[config.mk]
export PLATFORM = sky130hd
export DESIGN_NAME = i2s_tx_fifo
export DESIGN_NICKNAME = d
export VERILOG_FILES = /design/src/rtl/i2s_tx_fifo.sv
export SDC_FILE = /design/constraint.sdc
export NUM_CORES = 1
export LEC_CHECK = 0
export ABC_AREA = 1
export BUFFER_PORTS_ARGS = -buffer_cell sky130_fd_sc_hd__buf_2
export CAP_MARGIN = 20
export CORE_UTILIZATION = 45
export CTS_CLUSTER_DIAMETER = 40
export DETAILED_ROUTE_END_ITERATION = 8
export PLACE_DENSITY_LB_ADDON = 0.08
export SLEW_MARGIN = 20
export SYNTH_ARGS = -nofsm -noshare
export SYNTH_HDL_FRONTEND = slang
export SYNTH_SLANG_ARGS = --single-unit
[constraint.sdc]
create_clock -name pclk -period 5.1 [get_ports pclk]
set_clock_uncertainty 0.2 [all_clocks]
set_input_delay 0.51 -clock pclk [delete_from_list [all_inputs] [get_ports pclk]]
set_output_delay 0.51 -clock pclk [all_outputs]
set_load 0.01 [all_outputs]
[src/rtl/i2s_tx_fifo.sv]
// Transmit sample FIFO between the APB control stage and the I2S serializer.
// Define I2S_TX_FIFO_FWFT_EN for first-word-fall-through rdata; default is registered 1-cycle-latency rdata.
module i2s_tx_fifo #(
    parameter int DW        = 32,
    parameter int DEPTH     = 8,
    parameter int AF_THRESH = 6,
    parameter int AE_THRESH = 1
) (
    input  logic                     pclk,
    input  logic                     preset,
    input  logic                     wen,
    input  logic [DW-1:0]            wdata,
    input  logic                     ren,
    output logic [DW-1:0]            rdata,
    output logic                     full,
    output logic                     empty,
    output logic                     almost_full,
    output logic                     almost_empty,
    output logic [$clog2(DEPTH):0]   count,
    output logic                     overflow,
    output logic                     underflow,
    input  logic                     clr_err
);

    localparam int AW = $clog2(DEPTH);
    localparam int CW = AW + 1;

    logic [DW-1:0] mem_q [DEPTH];
    logic [AW-1:0] wr_ptr_q, wr_ptr_d;
    logic [AW-1:0] rd_ptr_q, rd_ptr_d;
    logic [CW-1:0] count_q, count_d;
    logic          overflow_q, overflow_d;
    logic          underflow_q, underflow_d;
    logic          wr_acc, rd_acc;

    // Status is decoded from the registered occupancy only, never from this cycle's requests.
    assign full         = (count_q == CW'(DEPTH));
    assign empty        = (count_q == '0);
    assign almost_full  = (32'(count_q) >= AF_THRESH);
    assign almost_empty = (32'(count_q) <= AE_THRESH);
    assign count        = count_q;
    assign overflow     = overflow_q;
    assign underflow    = underflow_q;

    always_comb begin
        wr_acc      = wen && !full;
        rd_acc      = ren && !empty;
        wr_ptr_d    = wr_ptr_q;
        rd_ptr_d    = rd_ptr_q;
        count_d     = count_q;
        overflow_d  = overflow_q;
        underflow_d = underflow_q;

        if (wr_acc) wr_ptr_d = wr_ptr_q + AW'(1);
        if (rd_acc) rd_ptr_d = rd_ptr_q + AW'(1);

        case ({wr_acc, rd_acc})
            2'b10:   count_d = count_q + CW'(1);
            2'b01:   count_d = count_q - CW'(1);
            default: count_d = count_q;
        endcase

        // A new error event wins over a same-cycle clear so it is never lost.
        if (wen && full)  overflow_d = 1'b1;
        else if (clr_err) overflow_d = 1'b0;

        if (ren && empty) underflow_d = 1'b1;
        else if (clr_err) underflow_d = 1'b0;
    end

    always_ff @(posedge pclk) begin
        if (preset) begin
            wr_ptr_q    <= '0;
            rd_ptr_q    <= '0;
            count_q     <= '0;
            overflow_q  <= 1'b0;
            underflow_q <= 1'b0;
        end else begin
            wr_ptr_q    <= wr_ptr_d;
            rd_ptr_q    <= rd_ptr_d;
            count_q     <= count_d;
            overflow_q  <= overflow_d;
            underflow_q <= underflow_d;
        end
    end

    // Storage is not cleared on reset; the pointers make stale entries unreachable.
    always_ff @(posedge pclk) begin
        if (!preset && wr_acc) mem_q[wr_ptr_q] <= wdata;
    end

`ifdef I2S_TX_FIFO_FWFT_EN
    always_comb begin
        rdata = '0;
        if (!empty) rdata = mem_q[rd_ptr_q];
    end
`else
    logic [DW-1:0] rdata_q, rdata_d;

    always_comb begin
        rdata_d = rdata_q;
        if (rd_acc) rdata_d = mem_q[rd_ptr_q];
    end

    always_ff @(posedge pclk) begin
        if (preset) rdata_q <= '0;
        else        rdata_q <= rdata_d;
    end

    assign rdata = rdata_q;
`endif

endmodule
==> results.toml <==
[job]
max-cap-violations = 0

[grt]
globalRouteOverflowTotal = 0
grt_pass1_vias = 7754
grt_pass1_wl_um = 42900
grt_max_degree = 81
antenna_found_initial = 1
grt_usage_pct = 19.6

[power_and_ir_drop]
p_sw_mw = 2.18
pwr-share-seq_pct = 40.1
leakage_nw = 6.61
p_comb_share_pct = 19.2
switching_share_pct = 29.6
p_total_mw = 7.36
p_per_area_mw_per_mm2 = 492
clock_power_share_pct = 40.7
peakVddDrop_mv = 0.317
internal_power_mw = 5.18

[synth]
synth_top_area_cell = "edfxtp_1"
synthTopCellsByArea = "edfxtp_1 61%, nand2_1 9.1%, inv_1 8.2%"
syn_area_per_cell_um2 = 10.1
synth_area_mm2 = 0.0126
synth_nets = 1296
ys.flop_type = "edfxtp_1"
ys_async_sr_fraction_pct = 0
synth_edf_count = 256
yosysMostFrequentCell = "nand2_1"
synth_common_cells = "305 x nand2_1, 275 x inv_1, 256 x edfxtp_1"
synth_cell_types = 22
synth_seq_area_share_pct = 67.8
ys_warn_count = 0
synth.top_cell.area_share_pct = 60.8
ys_seq_elements = 300
netlist_instances = 1252

[clock_network]
insertion_delay_ns = 0.51
clkTransAtPathRegs_ns = 0.05
ctsResizeCount = 0
cts_buffer_depth = 3
cts-hold-fix-buffers = 0
clockRootBuffer = "clkbuf_16"
cts_made_buffers = 43
cts.sinks = 300
h-tree-depth = 2
cts_tree = "built"
cts_setup_buffers = 0

[drt]
initialDrtViolationCount = 471
vias_per_cell = 4.75
drt_wl_total_um = 27500
dr_total_vias = 8262
firstDrtPassIters = 5
routedWlPerCell_um = 15.8
ant_nets = 0
drc_errors = 0

[setup_path]
slowest_delay_ns = 0.96
end_kind = "register"
crit_slowest_cell = "clkinv_2"
arrival_ns = 3.39
startpoint_type = "register"
path_max_fanout = 63
crit_path_cell_trace = "clkinv_2 > buf_4 > nand2_1 > nand3_1 > nand3_1 > nand2_1 > a21oi_1"
cp.required_ns = 5.34
cp_top_family = "buffers and inverters"
path_class = "register to register"
path_buf_inv = 2

[final_layout]
layout.nets = 1378
final_cells = 1740
drive_gt1_share_pct = 13.3
fillers = 2400
area.growth.synth_to_final_pct = 18.3

[floorplan]
pin_count = 79
design.core.area_mm2 = 0.0273
die_area_mm2 = 0.0288
dieHeight_um = 170
start_util_pct = 46.4
die_w_um = 170
rows = 60

[timing]
timing.final.crit_share_pct = 61.6
worst-slew-pin-transition_ns = 1.03
tns_ns = 0
max_clock_freq_mhz = 318
period_minus_slack_ns = 3.14
setup_viol = 0
hold_viol = 0
slew_violations = 0
setup_ws_ns = 1.96
rsz0062_at_grt = "false"
max-slew-margin-rel_pct = 31.5

[placed_design]
io_buffers = 78
placed_cells = 1660
dp_worst_setup_slack_ns = 1.98
place.gp.congestion = 0.770
hpwl_um = 14900

[outcome]
status = "completed"

[min_path]
worstHoldPathType = "primary input to register"
[layout make-up]
type / count / area (um2) / share of cell area, %
Antenna cell: 1 / 2.50 / 0.0167
Clock buffer: 52 / 1130 / 7.56
Clock inverter: 26 / 335 / 2.24
Inverter: 277 / 1040 / 6.96
Multi-Input combinational cell: 615 / 2790 / 18.7
Sequential cell: 300 / 8570 / 57.3
Tap cell: 372 / 465 / 3.11
Timing Repair Buffer: 97 / 611 / 4.08
[state kept, by name, summed over array words and instances (netlist names)]
register,cells
mem_q,256
rdata,32
count,4
rd_ptr_q,3
wr_ptr_q,3
overflow,1
underflow,1
[per-stage QoR]
stage	utilization [%]	hold WS, ns	area, um2
after detailed placement	49.4	0.259	13500
after floorplan	-	0.281	12600
after global routing	54.9	0.0493	15000
final	54.9	0.0497	15000
after global placement	49.1	0.251	13400
after CTS	54.8	0.0347	14900
[worst register-to-register path, cell delays in order (launching register included)]
cell and delay [ns]:
dfxtp_4 0.72, clkinv_2 0.99, buf_4 0.62, nand2_1 0.12, nand3_1 0.08, nand3_1 0.12, nand2_1 0.11, a21oi_1 0.13
[power groups by stage]
stage               Sequential (mW)  Clock [mW]  Combinational (mW)
detailed placement             3.00           0                1.43
global placement               3.00           0                1.42
CTS                            2.95        3.06                1.43
global route                   2.97        3.15                1.60
floorplan                      2.98           0               0.990
finish                         2.95        2.99                1.41
[placed cells by master (no fill, tap or decap), types with 2 or more instances in the layout]
cell type / count
nand2_1: 305
inv_1: 274
edfxtp_1: 256
nand3_1: 197
buf_2: 78
clkbuf_16: 44
dfxtp_1: 42
a21oi_1: 41
o21ai_0: 31
buf_4: 14
o21ai_1: 10
nor2_1: 8
clkinvlp_4: 8
clkbuf_1: 8
ha_1: 7
bufinv_16: 6
inv_6: 5
nor2_4: 4
nor3_2: 4
clkinv_2: 3
clkinv_4: 3
buf_12: 3
nand2_2: 2
inv_2: 2
nor3_1: 2
buf_16: 2
[cell families after synthesis]
family | count (synthesis) | synth area share [%]
AOI/OAI and AO/OA | 82 | 3.25
buffers and inverters | 337 | 10.5
DFF | 300 | 67.8
xor gates and xnor gates | 1 | 0.0693
and+or+nand+nor | 525 | 17.7
adders and majority gates | 7 | 0.693
[routing by layer]
metal	vias up	GRT usage, %	wire length (um)
li1	4191	-	-
met1	3895	26.8	13000
met2	135	32.4	12900
met3	41	3.17	1060
met4	0	5.44	482
met5	-	0	0
[worst paths after layout]
check | slack [ns] | from | endpoint | cells after the start
setup / recovery | 1.96 | rd_ptr_q[0] | rdata[27] | 7
setup reg to reg | 1.96 | rd_ptr_q[0] | rdata[27] | 7
hold reg to reg | 0.26 | overflow | overflow | 2
hold / removal | 0.05 | preset | overflow | 2
Power figures use the tool's default switching activity.
